File: src/rtl/sram_arbiter.sv
// -----------------------------------------------------------------------------
// sram_arbiter
//   Owns the single asynchronous SRAM port. It is shared between two masters:
//   - an SPI slave. Its memory strobes come from the sck domain.
//   - an EPROM-emulation socket. Target reads come from the host bus.
//   The SPI strobes and the socket controls are synchronised into clk and
//   turned into one-cycle request pulses. The block then arbitrates between
//   them, with the target always winning, and runs timed SRAM cycles.
//
// Parameters
//   ADDR_WIDTH  SRAM / EPROM address width
//   DATA_WIDTH  data width
//   ACC_CYCLES  clk cycles that sram_oe_n / sram_we_n stay active (>= 1)
//
// Ports
//   clk, rst                      system clock, synchronous active-high reset
//   spi_addr, spi_wdata           SPI address / write data (sck domain)
//   spi_oe_n, spi_we_n            SPI read / write strobes, active low, async
//   spi_rdata                     data returned to the SPI slave
//   tgt_addr, tgt_ce_n, tgt_oe_n  EPROM socket address and controls, async
//   tgt_rdata, tgt_drive          socket read data and socket driver enable
//   sram_addr, sram_dq_o/_i/_oe   SRAM address, data out / in, DQ drive enable
//   sram_ce_n/oe_n/we_n           SRAM controls, active low
//   stat_defer                    (SRAM_ARB_STATS_EN only) SPI grants that
//                                 waited behind a target grant, saturating
//
// Configuration macro: SRAM_ARB_STATS_EN adds the stat_defer counter/port.
// The SPI clock must satisfy f_sck <= f_clk/6.
// -----------------------------------------------------------------------------
module sram_arbiter #(
  parameter int ADDR_WIDTH = 18,
  parameter int DATA_WIDTH = 8,
  parameter int ACC_CYCLES = 3
) (
  input  logic                  clk,
  input  logic                  rst,
  input  logic [ADDR_WIDTH-1:0] spi_addr,
  input  logic [DATA_WIDTH-1:0] spi_wdata,
  input  logic                  spi_oe_n,
  input  logic                  spi_we_n,
  output logic [DATA_WIDTH-1:0] spi_rdata,
  input  logic [ADDR_WIDTH-1:0] tgt_addr,
  input  logic                  tgt_ce_n,
  input  logic                  tgt_oe_n,
  output logic [DATA_WIDTH-1:0] tgt_rdata,
  output logic                  tgt_drive,
  output logic [ADDR_WIDTH-1:0] sram_addr,
  output logic [DATA_WIDTH-1:0] sram_dq_o,
  input  logic [DATA_WIDTH-1:0] sram_dq_i,
  output logic                  sram_dq_oe,
  output logic                  sram_ce_n,
  output logic                  sram_oe_n,
  output logic                  sram_we_n
`ifdef SRAM_ARB_STATS_EN
  ,
  output logic [15:0]           stat_defer
`endif
);

  localparam int CNT_W = $clog2(ACC_CYCLES + 1);
  localparam logic [CNT_W-1:0] CNT_LOAD = CNT_W'(ACC_CYCLES - 1);

  typedef enum logic [2:0] {
    IDLE,
    TGT_RD,
    SPI_RD,
    WR_SETUP,
    WR_PULSE,
    WR_HOLD
  } state_t;

  state_t state;
  logic [CNT_W-1:0] cnt;

  // ---------------------------------------------------------------------------
  // Synchronisers and edge detection
  // ---------------------------------------------------------------------------
  logic [1:0]            spi_oe_sync, spi_we_sync, tgt_ce_sync, tgt_oe_sync;
  logic [ADDR_WIDTH-1:0] spi_addr_m, spi_addr_s, tgt_addr_m, tgt_addr_s;
  logic [DATA_WIDTH-1:0] spi_wdata_m, spi_wdata_s;
  logic                  spi_oe_prev, spi_we_prev, tgt_act_prev;
  logic [ADDR_WIDTH-1:0] tgt_addr_prev;

  // NOTE: every flop uses non-blocking assignments, so all registers update
  // together from the values they had before the clock edge.
  always_ff @(posedge clk) begin
    if (rst) begin
      spi_oe_sync   <= '1;
      spi_we_sync   <= '1;
      tgt_ce_sync   <= '1;
      tgt_oe_sync   <= '1;
      spi_addr_m    <= '0;
      spi_addr_s    <= '0;
      spi_wdata_m   <= '0;
      spi_wdata_s   <= '0;
      tgt_addr_m    <= '0;
      tgt_addr_s    <= '0;
      spi_oe_prev   <= 1'b1;
      spi_we_prev   <= 1'b1;
      tgt_act_prev  <= 1'b0;
      tgt_addr_prev <= '0;
    end else begin
      spi_oe_sync   <= {spi_oe_sync[0], spi_oe_n};
      spi_we_sync   <= {spi_we_sync[0], spi_we_n};
      tgt_ce_sync   <= {tgt_ce_sync[0], tgt_ce_n};
      tgt_oe_sync   <= {tgt_oe_sync[0], tgt_oe_n};
      spi_addr_m    <= spi_addr;
      spi_addr_s    <= spi_addr_m;
      spi_wdata_m   <= spi_wdata;
      spi_wdata_s   <= spi_wdata_m;
      tgt_addr_m    <= tgt_addr;
      tgt_addr_s    <= tgt_addr_m;
      spi_oe_prev   <= spi_oe_sync[1];
      spi_we_prev   <= spi_we_sync[1];
      tgt_act_prev  <= tgt_drive;
      tgt_addr_prev <= tgt_addr_s;
    end
  end

  logic spi_rd_req, spi_wr_req, tgt_req;

  assign spi_rd_req = spi_oe_prev & ~spi_oe_sync[1];
  assign spi_wr_req = spi_we_prev & ~spi_we_sync[1];
  assign tgt_drive  = ~tgt_ce_sync[1] & ~tgt_oe_sync[1];
  // A new socket cycle is either the select becoming active, or an address
  // change while it stays active (the host walks addresses with ce/oe held low).
  assign tgt_req    = tgt_drive & (~tgt_act_prev | (tgt_addr_s != tgt_addr_prev));

  // ---------------------------------------------------------------------------
  // Pending requests and arbitration
  // ---------------------------------------------------------------------------
  logic                  tgt_pend, spi_wr_pend, spi_rd_pend;
  logic [ADDR_WIDTH-1:0] tgt_addr_cap, spi_wr_addr, spi_rd_addr;
  logic [DATA_WIDTH-1:0] spi_wr_data;
  logic                  grant_tgt, grant_wr, grant_rd;

  assign grant_tgt = (state == IDLE) & tgt_pend;
  assign grant_wr  = (state == IDLE) & ~tgt_pend & spi_wr_pend;
  assign grant_rd  = (state == IDLE) & ~tgt_pend & ~spi_wr_pend & spi_rd_pend;

  // ---------------------------------------------------------------------------
  // Access FSM with registered SRAM controls
  // ---------------------------------------------------------------------------
  always_ff @(posedge clk) begin
    if (rst) begin
      state        <= IDLE;
      cnt          <= '0;
      tgt_pend     <= 1'b0;
      spi_wr_pend  <= 1'b0;
      spi_rd_pend  <= 1'b0;
      tgt_addr_cap <= '0;
      spi_wr_addr  <= '0;
      spi_rd_addr  <= '0;
      spi_wr_data  <= '0;
      sram_addr    <= '0;
      sram_dq_o    <= '0;
      sram_dq_oe   <= 1'b0;
      sram_ce_n    <= 1'b1;
      sram_oe_n    <= 1'b1;
      sram_we_n    <= 1'b1;
      spi_rdata    <= '0;
      tgt_rdata    <= '0;
    end else begin
      // A request pulse takes priority over its own grant. A request that
      // arrives in the grant cycle is new, so it must stay pending.
      if (tgt_req) begin
        tgt_pend     <= 1'b1;
        tgt_addr_cap <= tgt_addr_s;
      end else if (grant_tgt) begin
        tgt_pend <= 1'b0;
      end

      if (spi_wr_req) begin
        spi_wr_pend <= 1'b1;
        spi_wr_addr <= spi_addr_s;
        spi_wr_data <= spi_wdata_s;
      end else if (grant_wr) begin
        spi_wr_pend <= 1'b0;
      end

      if (spi_rd_req) begin
        spi_rd_pend <= 1'b1;
        spi_rd_addr <= spi_addr_s;
      end else if (grant_rd) begin
        spi_rd_pend <= 1'b0;
      end

      case (state)
        IDLE: begin
          if (grant_tgt) begin
            state     <= TGT_RD;
            sram_addr <= tgt_addr_cap;
            sram_ce_n <= 1'b0;
            sram_oe_n <= 1'b0;
            cnt       <= CNT_LOAD;
          end else if (grant_wr) begin
            // DQ is driven a cycle before we_n falls and released a cycle
            // after it rises. sram_oe_n stays high for the whole write.
            state      <= WR_SETUP;
            sram_addr  <= spi_wr_addr;
            sram_dq_o  <= spi_wr_data;
            sram_dq_oe <= 1'b1;
            sram_ce_n  <= 1'b0;
          end else if (grant_rd) begin
            state     <= SPI_RD;
            sram_addr <= spi_rd_addr;
            sram_ce_n <= 1'b0;
            sram_oe_n <= 1'b0;
            cnt       <= CNT_LOAD;
          end
        end

        TGT_RD, SPI_RD: begin
          if (cnt == '0) begin
            if (state == TGT_RD) tgt_rdata <= sram_dq_i;
            else                 spi_rdata <= sram_dq_i;
            sram_ce_n <= 1'b1;
            sram_oe_n <= 1'b1;
            state     <= IDLE;
          end else begin
            cnt <= cnt - 1'b1;
          end
        end

        WR_SETUP: begin
          state     <= WR_PULSE;
          sram_we_n <= 1'b0;
          cnt       <= CNT_LOAD;
        end

        WR_PULSE: begin
          if (cnt == '0) begin
            sram_we_n <= 1'b1;
            state     <= WR_HOLD;
          end else begin
            cnt <= cnt - 1'b1;
          end
        end

        WR_HOLD: begin
          sram_dq_oe <= 1'b0;
          sram_ce_n  <= 1'b1;
          state      <= IDLE;
        end

        default: begin
          sram_dq_oe <= 1'b0;
          sram_ce_n  <= 1'b1;
          sram_oe_n  <= 1'b1;
          sram_we_n  <= 1'b1;
          state      <= IDLE;
        end
      endcase
    end
  end

`ifdef SRAM_ARB_STATS_EN
  // ---------------------------------------------------------------------------
  // Deferral statistics. A pending SPI request is marked when a target grant
  // passes it. It is counted once, when it is finally granted.
  // ---------------------------------------------------------------------------
  logic rd_deferred, wr_deferred;

  always_ff @(posedge clk) begin
    if (rst) begin
      rd_deferred <= 1'b0;
      wr_deferred <= 1'b0;
      stat_defer  <= '0;
    end else begin
      if (grant_rd)                     rd_deferred <= 1'b0;
      else if (spi_rd_pend & grant_tgt) rd_deferred <= 1'b1;

      if (grant_wr)                     wr_deferred <= 1'b0;
      else if (spi_wr_pend & grant_tgt) wr_deferred <= 1'b1;

      if (((grant_rd & rd_deferred) | (grant_wr & wr_deferred)) &&
          (stat_defer != 16'hFFFF))
        stat_defer <= stat_defer + 16'd1;
    end
  end
`endif

endmodule

File: config.mk
export PLATFORM = sky130hd
export DESIGN_NAME = sram_arbiter
export DESIGN_NICKNAME = d
export VERILOG_FILES = /design/src/rtl/sram_arbiter.sv
export SDC_FILE = /design/constraint.sdc
export NUM_CORES = 1
export LEC_CHECK = 0
export ABC_AREA = 0
export CAP_MARGIN = 10
export CORE_MARGIN = 10
export CORE_UTILIZATION = 49
export DETAILED_ROUTE_END_ITERATION = 6
export PLACE_DENSITY = 0.75
export SKIP_CTS_REPAIR_TIMING = 1
export SLEW_MARGIN = 20
export SYNTH_ARGS = -nofsm -noshare
export SYNTH_HDL_FRONTEND = slang
export SYNTH_SLANG_ARGS = --single-unit
File: constraint.sdc
create_clock -name clk -period 1.75 [get_ports clk]
set_input_delay 0.2625 -clock clk [delete_from_list [all_inputs] [get_ports clk]]
set_output_delay 0.2625 -clock clk [all_outputs]
set_load 0.01 [all_outputs]
==> results_dict.tcl <==
set metrics [dict create \
    status "finished clean" \
    total_power_mw 11.6 \
    busiest_layer "met2" \
    die_height_um 150 \
    cp_top_family "buffers and inverters" \
    syn_inst 846 \
    crit_path_start_kind "flop" \
    clockRootBuffer "clkbuf_16" \
    area_growth_pct 26.1 \
    worst_slew_pin_slew_ns 0.486 \
    cts_buffers 23 \
    gp_congestion 0.779 \
    critPathLaunch "sram_addr[3]" \
    intPower_mw 9.02 \
    min_from "rst" \
    antenna_found_initial 0 \
    worstPathCellList "clkdlybuf4s50_1" \
    drc_errors 0 \
    pwr-share-comb 0.080 \
    rsz0062_at_grt "false" \
    critPathMaxFanout 2 \
    pwr_density_cell_nw_per_um2 1110 \
    met2_usage 0.259 \
    cts_tree "built" \
    path_clk_slew_ns 0.06 \
    layout_common_cells "233 x dfxtp_1, 127 x nand2_1, 110 x nor2b_1" \
    setup_viol 0 \
    grt_first_pass_wirelength_mm 29.7 \
    cts_max_path_buffers 3 \
    setup_slack_ns 0.0366 \
    via_per_inst 5.16 \
    synthArstFlopShare 0 \
    ios 105 \
    design_area_um2 10500 \
    synth.net_count 905 \
    finalMaxSlewViolations 0 \
    fin_crit_sh 0.979 \
    p_leak_nw 3.92 \
    grt_use_met3 0.0297 \
    vdd_ir_drop_max_v 0.000780 \
    switching_power_mw 2.62 \
    die_w_um 150 \
    postPlaceCellArea_um2 9700 \
    clock-sinks 233 \
    crit_required_ns 1.49 \
    h-tree-depth 1 \
    gr-usage-met1 0.208 \
    cp.arrival_ns 1.45 \
    grt_max_degree 82 \
    synth_top_flop_cell "dfxtp_1" \
    dr.pass1.iters 5 \
    maxSlewHeadroom 0.667 \
    start_util 0.501 \
    cap_violations 0 \
    worstSetupPathType "reg -> out" \
    portBuffers 104 \
    yosysSeqAreaShare 0.560 \
    die_area_um2 22600 \
    final_common_cell "dfxtp_1" \
    synth.avg_cell_area_um2 9.85 \
    drt-initial-drc-count 421 \
    synth_edf_count 0 \
    diodes 0 \
    synth_area_um2 8330 \
    grt_pass1_vias 5901 \
    nets 1003 \
    rows 47 \
    fillers 1364 \
    hold_ws_ns 0.0334 \
    pwr-share-seq 0.480 \
    drive_gt1_frac 0.117 \
    synth_cell_types 44 \
    switching_share 0.225 \
    routed_wl_mm 18.6 \
    cp-end-kind "output pin" \
    dr_total_vias 6098 \
    reg2reg_from "cnt[0]" \
    coreArea_um2 16600 \
    fin_skew_ns 0.0145 \
    avgRoutedWirePerCell_um 15.8 \
    cp_slowest_stage_delay_ns 0.58 \
    min_period_ns 1.71 \
    insertion_delay_ns 0.51 \
    ant_nets 0 \
    pre_cts_ws_ns 0.0640 \
    synth-seq-cells 233 \
    hp-class "in -> reg" \
    track_usage 0.157 \
    critPathSlowestCell "clkdlybuf4s50_1" \
    yosysWarnings 0 \
    grt_overflow 0 \
    fmax_ghz 0.584 \
    hold_viol_final 0 \
    pwr-share-clk 0.440 \
    critPathBufInv 1 \
    dp_hpwl_mm 12.0 \
]
## state kept, by name, summed over array words and instances, names as in the netlist, 18 cells and up
signal         count
spi_addr_m        18
spi_addr_s        18
spi_rd_addr       18
spi_wr_addr       18
sram_addr         18
tgt_addr_cap      18
tgt_addr_m        18
tgt_addr_prev     18
tgt_addr_s        18
## kinds of logic after synthesis
logic type               after synthesis  share of synthesized area
AND/OR/NAND/NOR                      338                      0.216
flip-flops                           233                      0.560
AO/OA/AOI/OAI                        139                      0.113
buffers and inverters                 72                     0.0368
multiplexers                          43                     0.0518
XOR/XNOR                              19                     0.0200
adder cells (fa/ha/maj)                2                    0.00270
## power groups by stage
stage | Clock (mW) | Combinational [mW] | Sequential, mW
global placement | 0 | 0.923 | 5.70
global route | 5.42 | 1.01 | 5.60
detailed placement | 0 | 0.931 | 5.70
floorplan | 0 | 0.495 | 5.70
finish | 5.13 | 0.933 | 5.58
CTS | 5.21 | 0.939 | 5.58
## metrics by stage
| step | std cells | utilization | setup TNS [ns] |
|---|---|---|---|
| after floorplan | 846 | - | 0 |
| after global placement | 1139 | 0.583 | 0 |
| after detailed placement | 1139 | 0.583 | 0 |
| after CTS | 1181 | 0.631 | -0.366 |
| after global routing | 1181 | 0.631 | 0 |
| final | 1181 | 0.631 | 0 |
## cells in the mapped netlist, types with 2 or more instances
| master | instances | share of area |
|---|---|---|
| nand3_1 | 2 | 0.0012 |
| o21ai_0 | 24 | 0.014 |
| buf_1 | 11 | 0.0050 |
| nor4_4 | 2 | 0.0051 |
| or3_1 | 3 | 0.0023 |
| and2_1 | 18 | 0.014 |
| nand2_1 | 127 | 0.057 |
| o22ai_1 | 17 | 0.013 |
| mux2i_1 | 42 | 0.050 |
| xnor2_1 | 18 | 0.019 |
| buf_2 | 8 | 0.0048 |
| o221a_2 | 17 | 0.023 |
| nor2_1 | 32 | 0.014 |
| or2_2 | 13 | 0.0098 |
| buf_6 | 3 | 0.0041 |
| clkbuf_1 | 38 | 0.017 |
| a32oi_1 | 18 | 0.019 |
| inv_1 | 10 | 0.0045 |
| nor4b_1 | 18 | 0.019 |
| dfxtp_1 | 233 | 0.56 |
| a21oi_1 | 51 | 0.031 |
| nand2b_1 | 5 | 0.0038 |
| a221o_1 | 2 | 0.0024 |
| nand4_1 | 3 | 0.0023 |
| nor2b_1 | 111 | 0.083 |
| a21o_1 | 2 | 0.0018 |
## final cells by class
class,instances,area (um2),share of cell area
clock buffer,28,634,0.0604
clock inverter,14,168,0.0160
inverter,11,41.3,0.00393
multi-input combinational,541,3370,0.321
sequential,233,4660,0.444
tap,220,275,0.0262
timing repair buffer,134,1350,0.129
## per-layer routing
| metal | share of wire | wire, um | up-vias |
|---|---|---|---|
| met4 | 0.014 | 261 | 0 |
| met1 | 0.46 | 8480 | 2867 |
| met5 | 0 | 0 | - |
| met2 | 0.47 | 8710 | 172 |
| li1 | - | - | 3036 |
| met3 | 0.062 | 1160 | 23 |
## final timing paths
kind,depth (start not counted),slack [ns],to
setup / recovery,1,0.04,sram_addr[3]
hold / removal,2,0.03,tgt_addr_s[3]
setup reg to reg,5,0.06,sram_oe_n
hold reg to reg,1,0.42,spi_we_sync[1]
No activity file was read; power rests on OpenSTA's default activity.
